$ cat src/rtl/feature_mem_ctrl.sv
// feature_mem_ctrl: loads a G x L tile of bus beats into the feature memory in
// line-major order. It then holds the tile for the compute stage and drains it
// back out in the same order.
//
// Handshake: a bus beat is transferred in the cycle where in_valid && in_ready
// are both high. in_ready is only high in LOAD, and never while abort or rst
// is asserted. in_data must be stable while in_valid is high. feat_valid is
// held in FULL until feat_ack is seen; feat_ack has no effect in other states.
module feature_mem_ctrl #(
    parameter int Tn             = 4,
    parameter int KERNEL_SIZE    = 5,
    parameter int DATA_BUS_WIDTH = 64
) (
    input  logic                      clk,
    input  logic                      rst,
    input  logic                      start,
    input  logic [8:0]                cfg_groups,
    input  logic [3:0]                cfg_lines,
    input  logic                      in_valid,
    input  logic [DATA_BUS_WIDTH-1:0] in_data,
    output logic                      in_ready,
    output logic                      wr_en,
    output logic [8:0]                wr_mem_group,
    output logic [3:0]                wr_mem_line,
    output logic [DATA_BUS_WIDTH-1:0] wr_data,
    output logic                      feat_valid,
    input  logic                      feat_ack,
    output logic                      rd_en,
    output logic [8:0]                rd_mem_group,
    output logic [3:0]                rd_mem_line,
    output logic                      busy,
    output logic                      done,
    input  logic                      abort,
    output logic [1:0]                state_dbg
);

    localparam logic [1:0] S_IDLE  = 2'd0;
    localparam logic [1:0] S_LOAD  = 2'd1;
    localparam logic [1:0] S_FULL  = 2'd2;
    localparam logic [1:0] S_DRAIN = 2'd3;

    logic [1:0] state_q, state_d;
    logic [8:0] grp_q, grp_d;
    logic [3:0] line_q, line_d;
    logic [8:0] cfg_g_q, cfg_g_d;
    logic [3:0] cfg_l_q, cfg_l_d;
    logic       done_q, done_d;

    logic [8:0] clamp_g;
    logic [3:0] clamp_l;
    logic       beat_acc;
    logic       rd_fire;
    logic       line_end;
    logic       at_last;
    logic [8:0] grp_inc;
    logic [3:0] line_inc;

    // Clamp the requested tile shape into 1..Tn groups and 1..KERNEL_SIZE lines
    always_comb begin
        clamp_g = cfg_groups;
        if (cfg_groups == 9'd0) begin
            clamp_g = 9'd1;
        end else if (cfg_groups > 9'(Tn)) begin
            clamp_g = 9'(Tn);
        end
        clamp_l = cfg_lines;
        if (cfg_lines == 4'd0) begin
            clamp_l = 4'd1;
        end else if (cfg_lines > 4'(KERNEL_SIZE)) begin
            clamp_l = 4'(KERNEL_SIZE);
        end
    end

    // Transfer qualifiers; abort and rst suppress any memory traffic this cycle
    always_comb begin
        in_ready = (state_q == S_LOAD) && !abort && !rst;
        beat_acc = in_ready && in_valid;
        rd_fire  = (state_q == S_DRAIN) && !abort && !rst;
    end

    // Line-major successor of the current (group, line) position
    always_comb begin
        line_end = (line_q == (cfg_l_q - 4'd1));
        at_last  = line_end && (grp_q == (cfg_g_q - 9'd1));
        if (line_end) begin
            line_inc = 4'd0;
            grp_inc  = grp_q + 9'd1;
        end else begin
            line_inc = line_q + 4'd1;
            grp_inc  = grp_q;
        end
    end

    // Next-state logic: abort wins over every other request
    always_comb begin
        state_d = state_q;
        grp_d   = grp_q;
        line_d  = line_q;
        cfg_g_d = cfg_g_q;
        cfg_l_d = cfg_l_q;
        done_d  = 1'b0;
        if (abort) begin
            state_d = S_IDLE;
            grp_d   = 9'd0;
            line_d  = 4'd0;
        end else begin
            case (state_q)
                S_IDLE: begin
                    if (start) begin
                        state_d = S_LOAD;
                        cfg_g_d = clamp_g;
                        cfg_l_d = clamp_l;
                        grp_d   = 9'd0;
                        line_d  = 4'd0;
                    end
                end
                S_LOAD: begin
                    // A stalled bus simply holds the position; there is no timeout
                    if (beat_acc) begin
                        if (at_last) begin
                            state_d = S_FULL;
                            grp_d   = 9'd0;
                            line_d  = 4'd0;
                        end else begin
                            grp_d  = grp_inc;
                            line_d = line_inc;
                        end
                    end
                end
                S_FULL: begin
                    if (feat_ack) begin
                        state_d = S_DRAIN;
                        grp_d   = 9'd0;
                        line_d  = 4'd0;
                    end
                end
                S_DRAIN: begin
                    // One read per cycle; the last address ends the job
                    if (at_last) begin
                        state_d = S_IDLE;
                        grp_d   = 9'd0;
                        line_d  = 4'd0;
                        done_d  = 1'b1;
                    end else begin
                        grp_d  = grp_inc;
                        line_d = line_inc;
                    end
                end
                default: begin
                    state_d = S_IDLE;
                    grp_d   = 9'd0;
                    line_d  = 4'd0;
                end
            endcase
        end
    end

    // State registers with synchronous reset that outranks abort and start
    always_ff @(posedge clk) begin
        if (rst) begin
            state_q <= S_IDLE;
            grp_q   <= 9'd0;
            line_q  <= 4'd0;
            cfg_g_q <= 9'd0;
            cfg_l_q <= 4'd0;
            done_q  <= 1'b0;
        end else begin
            state_q <= state_d;
            grp_q   <= grp_d;
            line_q  <= line_d;
            cfg_g_q <= cfg_g_d;
            cfg_l_q <= cfg_l_d;
            done_q  <= done_d;
        end
    end

    // Memory command outputs; addresses and data are zero when not enabled
    always_comb begin
        wr_en        = beat_acc;
        wr_mem_group = beat_acc ? grp_q : 9'd0;
        wr_mem_line  = beat_acc ? line_q : 4'd0;
        wr_data      = beat_acc ? in_data : '0;
        rd_en        = rd_fire;
        rd_mem_group = rd_fire ? grp_q : 9'd0;
        rd_mem_line  = rd_fire ? line_q : 4'd0;
        feat_valid   = (state_q == S_FULL);
        busy         = (state_q != S_IDLE);
        done         = done_q;
        state_dbg    = state_q;
    end

endmodule

$ cat config.mk
export PLATFORM = sky130hd
export DESIGN_NAME = feature_mem_ctrl
export DESIGN_NICKNAME = d
export VERILOG_FILES = /design/src/rtl/feature_mem_ctrl.sv
export SDC_FILE = /design/constraint.sdc
export NUM_CORES = 1
export LEC_CHECK = 0
export BUFFER_PORTS_ARGS = -buffer_cell sky130_fd_sc_hd__buf_2
export CAP_MARGIN = 20
export CORE_MARGIN = 1.5
export CORE_UTILIZATION = 43
export DETAILED_ROUTE_END_ITERATION = 12
export PLACE_DENSITY_LB_ADDON = 0.08
export SLEW_MARGIN = 0
export SYNTH_ARGS = -nofsm -noshare
export SYNTH_HDL_FRONTEND = slang
export SYNTH_SLANG_ARGS = --single-unit
$ cat constraint.sdc
create_clock -name clk -period 6.05 [get_ports clk]
set_input_delay 0.9075 -clock clk [delete_from_list [all_inputs] [get_ports clk]]
set_output_delay 0.9075 -clock clk [all_outputs]
set_load 0.05 [all_outputs]
== Yosys cells after proc, flatten, opt, wreduce, memory -nomap -nowiden ==
Cells that the tools add are included.

* Add/subtract/negate cells: 4
* $mul: 0
* Div/mod/pow operators: 0
* Magnitude comparators: 2
* Equal/unequal tests: 10
* Shift operators: 0
* Mux-type cells: 28
* Bitwise gates (word level): 2
* Reduce and logical (&&, ||, !) cells: 17

{| class="wikitable"
|+ Operators by type and width
! cell !! count
|-
| $mux 9 || 9
|-
| $mux 64 || 1
|-
| $mux 4 || 9
|-
| $pmux 9 s4 || 1
|-
| $pmux 4 s4 || 1
|-
| $mux 2 || 5
|-
| $add 9x1->9 const B || 1
|-
| $eq 9x9->1 || 1
|-
| $gt 9x3->1 const B || 1
|-
| $logic_not 9->1 || 1
|-
| $sub 9x1->9 const B || 1
|-
| $ne 2x2->1 const B || 4
|-
| $pmux 2 s4 || 1
|-
| $logic_and 1x1->1 || 6
|-
| $reduce_and 3->1 || 2
|-
| $reduce_and 5->1 || 1
|-
| $add 4x1->4 const B || 1
|-
| $eq 2x2->1 const B || 2
|-
| $eq 4x4->1 || 1
|-
| $gt 4x3->1 const B || 1
|-
| $logic_not 4->1 || 1
|-
| $sub 4x1->4 const B || 1
|-
| $reduce_or 3->1 || 1
|-
| $eq 2x1->1 const B || 1
|-
| other kinds (7) || 9
|}

* Register bits: 29
* Bits in latches: 0
* RAM bits: 0
* Memory bits (read-only): 0
* Bits of input ports: 83
* Memories kept: 0

== Logic depth before layout (Yosys ltp) ==
Gate-level depths: netlist of run 1.

* Depth after elaboration: 6
* Mapped depth: 10

== Worst setup path after synthesis of run 1 ==
No wires, ideal clock.

* Kind: input port to output port
* Start: input port rst
* End: output port wr_data[54]
* Data arrival time: 2578 ps
* Required time: 5142 ps
* Setup slack: 2565 ps
* Stages on the path: 6
* Buffers on the path: 3
* Cells stage by stage: buf_6 > nor2_4 > and3_2 > clkbuf_1 > clkbuf_1 > and2_1

* Cells in the longest elaborated chain, start to end: 4

{| class="wikitable"
|+ RTL lines
! element !! line !! RTL
|-
| from (decl) || 15 || <nowiki>input logic rst,</nowiki>
|-
| $logic_not 1->1 || 76 || <nowiki>in_ready = (state_q == S_LOAD) && !abort && !rst;</nowiki>
|-
| $logic_and 1x1->1 || 76 ||
|-
| $logic_and 1x1->1 || 77 || <nowiki>beat_acc = in_ready && in_valid;</nowiki>
|-
| named net wr_en || 22 || <nowiki>output logic wr_en,</nowiki>
|-
| $mux 64 || 182 || <nowiki>wr_data = beat_acc ? in_data : '0;</nowiki>
|-
| to (decl) || 25 || <nowiki>output logic [DATA_BUS_WIDTH-1:0] wr_data,</nowiki>
|}

The timed path passes the listed nets, and every way through them passes these cells.

== Final worst setup path of run 1 ==
* Start: input port rst
* End: output port wr_data[29]

* Cells in the longest elaborated chain, start to end: 4

{| class="wikitable"
|+ RTL lines
! element !! line
|-
| $logic_not 1->1 || 76
|-
| $logic_and 1x1->1 || 76
|-
| $logic_and 1x1->1 || 77
|-
| $mux 64 || 182
|}

Every way passes these cells.

==> results, run 1 <==
- The full die area is 0.00577 sq mm.
- At the end of routability-driven placement, the weighted congestion stood at 0.896.
- For this run, global-route usage on met2 was measured as 44.7%.
- For the worst-skew pair, the clock arrives at the later sink with an insertion delay of 0.28 ns.
- The via count of the first global-routing pass is 2,497.
- Summed over all nets, the switching power comes to 0.138 mW.
- The category of the worst setup path capture point is a primary output.
- Together, buffers and inverters on the worst path number 2.
- Of all flip-flops after synthesis, the portion carrying an async set or reset was 0%.
- The number of pins with negative max-slew slack in the final report is 0.
- The overall via count from detail_route is 2,762.
- Setup repair after global routing left no endpoint under its margin.
- The top cell types in the final layout, fill and taps aside, are 180 x buf_2, 86 x and2_1, 29 x dfxtp_1.
- The H-tree depth is 2.
- The largest total area in the synthesized netlist belongs to dfxtp_1.
- The clock drives 29 sinks.
- The number of cells in the design after placement is 538.
- Entering global routing, the biggest net connects 79 pins.
- For the worst setup path, the data arrival time is 2.89 ns.
- The required time reported for the critical path endpoint is 5.14 ns.
- The post-CTS setup buffer count is 0.
- The share of the synthesized area in the top cell type is 25.4%.
- Registers are responsible for 39.1% of the overall power.
- The clock transition at the register clock pins on the worst setup and hold paths after CTS is 0.06 ns.
- The headroom to the max-slew limit is 32.1%.
- In this run the static leakage power is 1.89 nW.
- Global routing used 29.2% of the available tracks.
- The post-route DRC violation count is 0.
- The highest clock frequency the design can meet is 0.263 GHz.
- Global routing used 9.04% of the available met3 tracks.
- The dominant delay contributor by cell family on the critical path is simple AND/OR/NAND/NOR gates.
- The relative area change from synthesis to final layout is 44.3%.
- From bottom edge to top edge, the die measures 76.0 um.
- The final layout contains 566 nets.
- The share of total power dissipated in the clock network is 40.7%.
- The setup check on the worst reg-to-reg path leaves a slack of 3.18 ns.
- STA classifies the critical path startpoint as a primary input.
- The final layout contains routed wiring with a total length of 8.44 mm.
- The largest driver fanout on the critical path is 78.
- The number of max-cap violations is 0.
- For met1 alone, demand over resource in global routing was 39.8%.
- The finished layout holds 546 standard cells, fillers aside.
- Dividing the detail-routed wire length by the instance count gives 15.5 um.
- The flip-flop and latch count after synthesis is 29.
- CTS placed an instance of clkbuf_8 at the clock tree root.
- The path with the worst hold slack has its endpoint at cfg_l_q[1].
- The number of antenna cells inserted is 0.
- The critical path goes through buf_2, nor2_4, and3_2, and2_1, buf_2.
- The synthesized netlist occupies a cell area of 0.00229 sq mm.
- Summing the sequential cell areas from Yosys gives 25.4% of the chip area.
- The area of the placeable core is 0.00511 sq mm.
- The setup TNS is 0 ns.
- The number of hold buffers added after CTS was 0.
- The number of cells traversed by the worst hold path is 2.
- After global routing, the most crowded layer is met2.
- The count of instances resized after the clock tree is built is 0.
- For this run, the slowest stage of the critical path takes 0.86 ns.
- The most frequently used flop master after synthesis is dfxtp_1.
- The number of nets in the synthesized netlist is 397.
- The wire length of the first global-routing pass is 13.2 mm.
- The startpoint identified for the worst hold timing path is cfg_l_q[1].
- The run finished with clean final reports.
- TritonCTS built the clock tree.
- The share of layout cells above drive strength 1 is 41.4%.
- The library cell used most frequently in the layout, excluding fill and tap cells, is buf_2.
- The initialized floorplan defines 26 standard-cell rows.
- The number of antenna violations at the first check in global routing is 0.
- Dividing the final minimum period by the clock period gives 62.8%.
- The slowest cell on the critical path is and3_2.
- The pre-antenna-repair detailed-routing pass consisted of 4 iterations.
- In this run the power density over the cells is 154 mW/mm^2.
- For the pin with the worst max-slew slack, the measured transition is 1.02 ns.
- The number of failing hold endpoints at the final stage was 0.
- The maximum vdd ir drop is 0.100 mV.
- Averaged over all synthesized cells, the footprint is 7.48 sq um.
- The tightest min-delay check is of the reg -> reg type.
- The longest clock path from root to sink contains 2 buffers.
- The number of buffers created by CTS is 5.
- Setup violations remaining at the end of the flow were counted as 0.
- The clock period minus worst slack is 3.80 ns.
- The starting density of the core is 44.8%.
- The internal power component is 0.370 mW.
- During I/O placement, the number of pins put on the boundary was 181.
- Dividing the detail-routed via count by the number of cells gives 5.06.
- In the post-synthesis netlist, the biggest area contributors are dfxtp_1 25%, and2_1 24%, xor2_1 5.0%, ha_1 4.4%, and3_1 3.6%.
- The number of synthesized flops with an enable pin is 0.
- The count of nets left with antenna violations once routing finished came out at 0.
- The number of warnings printed during yosys synthesis is 0.
- The die is 76.0 um wide.
- The combinational share of power is 20.3%.
- The total congestion overflow is 0.
- The startpoint identified for the worst register-to-register timing path is cfg_g_q[0].
- The count of buffers inserted at the top-level ports is 180.
- Between clock sinks in the finished design, the worst skew comes to 0.00793 ns.
- In this run, the number of DRC markers left after iteration 0 of detailed routing was 198.
- In this run, distinct cell masters in the synthesized netlist total 43.
- The HPWL after detailed placement is 6.72 mm.
- In this run the critical register-to-register path is captured at state_dbg[0].
- The cell count after synthesis came out at 306.
- The most frequent cell on the critical path is buf_2.
- The worst setup path is of the in -> out kind.
- Net switching is 27.2% of the power.
- The number of cell instances on the worst register-to-register path is 9.
[flip-flops by register name (all words and copies together), names as in the netlist]
name,cells
line_q,4
cfg_l_q,4
state_dbg,2
done,1
cfg_g_q,9
grp_q,9
[through the flow]
step | area [sq um] | utilization, % | hold WS (ns) | setup WS, ns | power, mW
floorplan | 2290 | - | 0.443 | 2.56 | 0.266
global placement | 3190 | 62.4 | 0.461 | 2.30 | 0.303
detailed placement | 3190 | 62.4 | 0.470 | 2.29 | 0.304
CTS | 3300 | 64.6 | 0.480 | 2.29 | 0.513
global route | 3300 | 64.6 | 0.510 | 2.07 | 0.536
finish | 3300 | 64.6 | 0.478 | 2.25 | 0.508
[worst min-delay path, cell delays in order (launching register included)]
cell	delay (ns)
dfxtp_1	0.32
nand2_1	0.06
a21oi_1	0.05
[worst max-delay path by stage]
stage | from | endpoint | cells past startpoint
finish | rst | wr_data[29] | 5
global route | rst | wr_data[29] | 5
CTS | rst | wr_data[15] | 5
global placement | rst | wr_data[15] | 5
detailed placement | rst | wr_data[15] | 5
floorplan | rst | wr_data[54] | 6
[power by group through the flow]
stage	Combinational (mW)	Sequential, mW	Clock [mW]
CTS	0.103	0.198	0.212
finish	0.103	0.199	0.207
global route	0.112	0.199	0.225
floorplan	0.0618	0.204	0
detailed placement	0.102	0.203	0
global placement	0.101	0.203	0
[final cells by class]
cell class	count	area [sq um]
Fill cell	472	1810
Inverter	18	67.6
Timing Repair Buffer	180	901
Sequential cell	29	581
Clock inverter	1	30.0
Tap cell	70	87.6
Clock buffer	7	86.3
Multi-Input combinational cell	241	1550
[per-layer routing]
layer / up-vias / wire (um)
met5: - / 0
met4: 0 / 122
met3: 13 / 863
met2: 130 / 3770
met1: 1256 / 3690
li1: 1363 / -
[cell usage after synthesis (2+ instances only)]
cell type / count
o21ai_0: 6
and3_2: 4
nand2_1: 13
and3_1: 13
nor3_1: 8
nor4_1: 4
or4_1: 3
nand3_1: 12
clkbuf_1: 12
xor2_1: 13
a211oi_1: 3
nor2_1: 16
ha_1: 8
and2_1: 86
or2_2: 2
nand4_1: 5
xnor2_1: 7
o22ai_1: 5
a21oi_1: 13
dfxtp_1: 29
buf_6: 3
inv_1: 18
a41oi_1: 2
buf_1: 2
[cells by family (layout without fill, tap and decap cells)]
family	Yosys count	after routing	share of synthesized area, %
AO/OA/AOI/OAI	39	39	11.4
XOR/XNOR	20	20	7.65
adder cells (fa/ha/maj)	8	8	4.37
buffers and inverters	36	206	6.94
flip-flops	29	29	25.4
multiplexers	1	1	0.437
AND/OR/NAND/NOR	173	173	43.8
Power figures use the tool's default switching activity.
==> inputs of run 2 (changes only) <==
- ABC_AREA: unset -> 1
- CORE_UTILIZATION: 43 -> 37
- clock period: 6.05 -> 3.27 ns (I/O delays scaled with it)
==> run 2 against run 1 <==
Effect of this change:
- non-clock buffer count increased by 2
- via count increased by 8.7%
- clock power increased by 37%
- critical path type is now reg -> out
- flip-flop and latch count unchanged
- register-to-register slack got worse by 2.0 ns
- clock skew increased by 0.00064 ns
- area after synthesis increased by 6.6%
- total power increased by 97%
- largest power group is now sequential cells
- hold slack got worse by 0.013 ns
- setup slack got worse by 1.4 ns
==> results, run 2 <==
- The via count of the first global-routing pass is 2,807 (+12%).
- The count of buffers inserted at the top-level ports is 180 (unchanged).
- The number of cell instances on the worst register-to-register path was 14 (+5).
- STA classifies the critical path endpoint as a primary output.
- The instance area after placement is 0.00341 sq mm (+7.1%).
- The net count of the finished layout is 714 (+26%).
- The clock tree from TritonCTS is done.
- The number of nets in the synthesized netlist is 537 (+35%).
- The cell area power density is 287 mW/mm^2 (+86%).
- The post-detailed-placement half-perimeter wirelength is 5.92 mm (-12%).
- The weighted congestion reported at the end of routability-driven placement is 0.852 (-4.9%).
- The commonest cells after synthesis are 133 x nor2_1, 113 x inv_1, 67 x nand2_1.
- The startpoint of the most critical hold path is cfg_l_q[3].
- The maximum vdd ir drop is 0.215 mV (+120%).
- The share of the synthesized area in the top cell type is 23.8% (-1.6 points).
- The kind of critical path is reg -> out.
- The run finished with clean final reports.
- The internal power component is 0.630 mW (+70%).
- The iteration-0 DRC count of the detailed router is 93 (-53%).
- The summed instance area of the synthesized netlist is 0.00244 sq mm (+6.6%).
- The worst-margin pin slew is 0.475 ns (-0.544 ns).
- The width of the chip is 84.2 um (+11%).
- The final setup violation count is 0 (unchanged).
- The headroom to the max-slew limit was 68.3% (+36 points).
- The number of detailed-routing iterations run before antenna repair is 5 (+1).
- The count of pins on the block boundary is 181 (unchanged).
- The beginning of the worst register-to-register path is cfg_g_q[0].
- The worst register-to-register path ends at grp_q[8].
- The fraction of the cycle the final worst path needs is 73.7%.
- The largest driver fanout on the critical path is 77 (-1.3%).
- The clock sink count came to 29 (unchanged).
- The number of antenna violations at the first check in global routing is 0 (unchanged).
- The area of the placeable core was 0.00635 sq mm (+24%).
- The mean instance size in the synthesized netlist is 5.47 sq um (-27%).
- The number of antenna cells inserted is 0 (unchanged).
- The number of warnings printed during yosys synthesis is 0 (unchanged).
- The full die area was 0.00709 sq mm (+23%).
- The register area share after synthesis is 23.8% (-1.6 points).
- The average wire per standard cell was 10.3 um (-33%).
- The net switching fraction of the power was 37.0% (+9.8 points).
- The number of buffers created by CTS is 5 (unchanged).
- The overall via count from detail_route was 3,002 (+8.7%).
- The post-route clock skew was 0.00857 ns (+0.000635 ns).
- The number of synthesized flops with an enable pin is 0 (unchanged).
- The worst min-delay path class is reg -> reg.
- The setup TNS was 0 ns (unchanged).
- The number of failing hold endpoints at the final stage is 0 (unchanged).
- In the layout the commonest cells are 180 x buf_2, 133 x nor2_1, 113 x inv_1.
- The switching power total came to 0.371 mW (+170%).
- The number of fill cells in the layout is 669 (+42%).
- The path with the worst hold slack has its endpoint at cfg_l_q[3].
- By instance count, the cell type seen most on the critical path is inv_1.
- The number of cells traversed by the worst hold path is 2 (unchanged).
- The highest clock frequency the design can meet is 0.415 GHz.
- The wire length of the first global-routing pass is 12.1 mm (-8.3%).
- In the final layout, the registers with the most flip-flops are cfg_g_q: 9 flops, grp_q: 9 flops.
- Setup repair after global routing left no endpoint under its margin.
- Broken down by cell family, the worst path's largest delay share belongs to buffers and inverters.
- The flip-flop and latch count after synthesis is 29 (unchanged).
- The reg-to-reg setup timing slack came to 1.17 ns (-2.01 ns).
- The via count normalized by instance count is 4.28 (-15%).
- The worst hold slack after final layout came to 0.465 ns (-0.0132 ns).
- The number of buffers on the longest clock path is 2 (unchanged).
- The number of nets with antenna violations after routing is 0 (unchanged).
- The count of instances resized after the clock tree is built is 0 (unchanged).
- The required time reported for the critical path endpoint is 2.78 ns (-2.36 ns).
- The combined global-route utilization of all metal layers is 20.1% (-9.1 points).
- The slowest cell on the critical path is dfxtp_1.
- The number of pins with negative max-slew slack in the final report is 0 (unchanged).
- The slack of the critical path is 0.859 ns (-1.39 ns).
- The tree is rooted in a clkbuf_8.
- The count of mapped cells out of synthesis is 446 (+46%).
- The H-tree depth was 2 (unchanged).
- The post-route DRC violation count is 0 (unchanged).
- The setup slack at placement is 0.938 ns (-1.35 ns).
- The share of layout cells above drive strength 1 is 32.2% (-9.2 points).
- The number of max-cap violations came to 0 (unchanged).
- In the post-synthesis netlist, the biggest area contributors are dfxtp_1 24%, nor2_1 20%, inv_1 17%, nand2_1 10%, nand3_1 4.7%.
- The part of the total power dissipated in sequential elements was 38.1% (-1.0 points).
- The worst stage delay on the critical path came to 0.35 ns (-0.51 ns).
- The async set-or-reset flop fraction in the synthesized netlist is 0% (unchanged).
- The critical path startpoint category is a flop.
- Walking the worst path, the cells encountered are inv_1, ha_1, inv_1, nor2_4, nand2_2, buf_12, nor2_1, buf_2.
- The clock transition at the register clock pins on the worst setup and hold paths after CTS is 0.07 ns (about the same).
- The most used standard cell by instance count after synthesis is nor2_1.
- The relative area change from synthesis to final layout is 43.3%.
- The number of buffers and inverters on the critical path came to 4 (+2).
- The worst path in the final design needs a cycle of 2.41 ns, including I/O delays and setup.
- The combinational share of power is 33.6% (+13 points).
- The clock insertion delay at the later pin of the skew report is 0.28 ns (about the same).
- The reported leakage power is 2.24 nW (+18%).
- The floorplan die height is 84.2 um (+11%).
- The total congestion overflow came to 0 (unchanged).
- The core occupancy in the finished layout came to 55.0% (-9.6 points).
- The starting density of the core is 38.4% (-6.4 points).
- The final wirelength came to 7.20 mm (-15%).
- The largest net degree at the start of global routing came to 78 (-1.3%).
- The clock share of power is 28.3% (-12 points).
- The library cell used most frequently in the layout, excluding fill and tap cells, is buf_2.
- The most frequently used flop master after synthesis is dfxtp_1.
- The number of library cell types mapped by synthesis is 30 (-30%).
- The post-CTS setup buffer count is 0 (unchanged).
- The worst endpoint data arrival time is 1.92 ns (-0.97 ns).
- The biggest area contributor in the post-synthesis netlist is dfxtp_1.
- The number of buffers inserted for hold repair after clock tree synthesis is 0 (unchanged).
- The number of cell rows was 29 (+12%).
- The summed area of non-filler cells in the final layout came to 0.00349 sq mm (+5.8%).
## run 2: changes by cell type after synthesis, sizes merged, moves of 5 or more
cell | previous run | this run
nand3 | 12 | 23
and3 | 17 | 1
nor2 | 17 | 135
nor3 | 8 | 13
inv | 18 | 115
nand2 | 14 | 70
and2 | 86 | 0
xnor2 | 7 | 1
clkbuf | 12 | 6
## run 2: final cells by class
cell class / count / area (sq um) / area share, %
repair buffers: 182 / 928 / 26.6
multi-input cells: 289 / 1370 / 39.2
inverters: 116 / 437 / 12.5
flip-flops and latches: 29 / 581 / 16.6
clock inverters: 2 / 10.0 / 0.287
well taps: 77 / 96.3 / 2.76
clock buffers: 6 / 72.6 / 2.08
## run 2: logic make-up (layout without fill, tap and decap cells)
group | Yosys count | after routing | share of synthesized area (%)
compound gates | 22 | 22 | 5.90
xor+xnor | 14 | 14 | 5.03
fa+ha+maj | 8 | 8 | 4.10
buf+inv | 128 | 306 | 20.1
flops | 29 | 29 | 23.8
simple gates | 245 | 245 | 41.1
## run 2: power groups by stage
stage               clock (mW)  sequential, mW  combinational, mW
floorplan                    0           0.395              0.232
finish                   0.283           0.381              0.337
detailed placement           0           0.389              0.337
CTS                      0.292           0.381              0.338
global route             0.310           0.383              0.378
global placement             0           0.389              0.332
## run 2: worst max path at each step
stage,start,to,slack (ns),cells after the start
5_1_grt,state_dbg[1],wr_data[61],0.71,8
6_report,state_dbg[1],wr_data[6],0.86,8
3_5_place_dp,rst,rd_mem_group[8],0.94,7
2_1_floorplan,state_dbg[1],rd_mem_group[1],0.003,6
4_1_cts,state_dbg[1],wr_data[61],0.85,8
3_3_place_gp,rst,wr_data[61],0.97,8
## run 2: per-stage QoR
step	instances	total power, mW
after global routing	701	1.07
after global placement	693	0.721
after detailed placement	693	0.726
after CTS	701	1.01
after floorplan	446	0.627
final	701	1.00
## run 2: worst min-delay path: stages (launching register included)
cell and delay (ns):
dfxtp_1 0.31, inv_1 0.06, nor3_1 0.05
## run 2: layer usage
metal | track usage, % | wire, um
met1 | 25.2 | 3180
met2 | 36.8 | 3550
met3 | 4.23 | 472
met4 | 1.79 | 8
met5 | 0 | 0
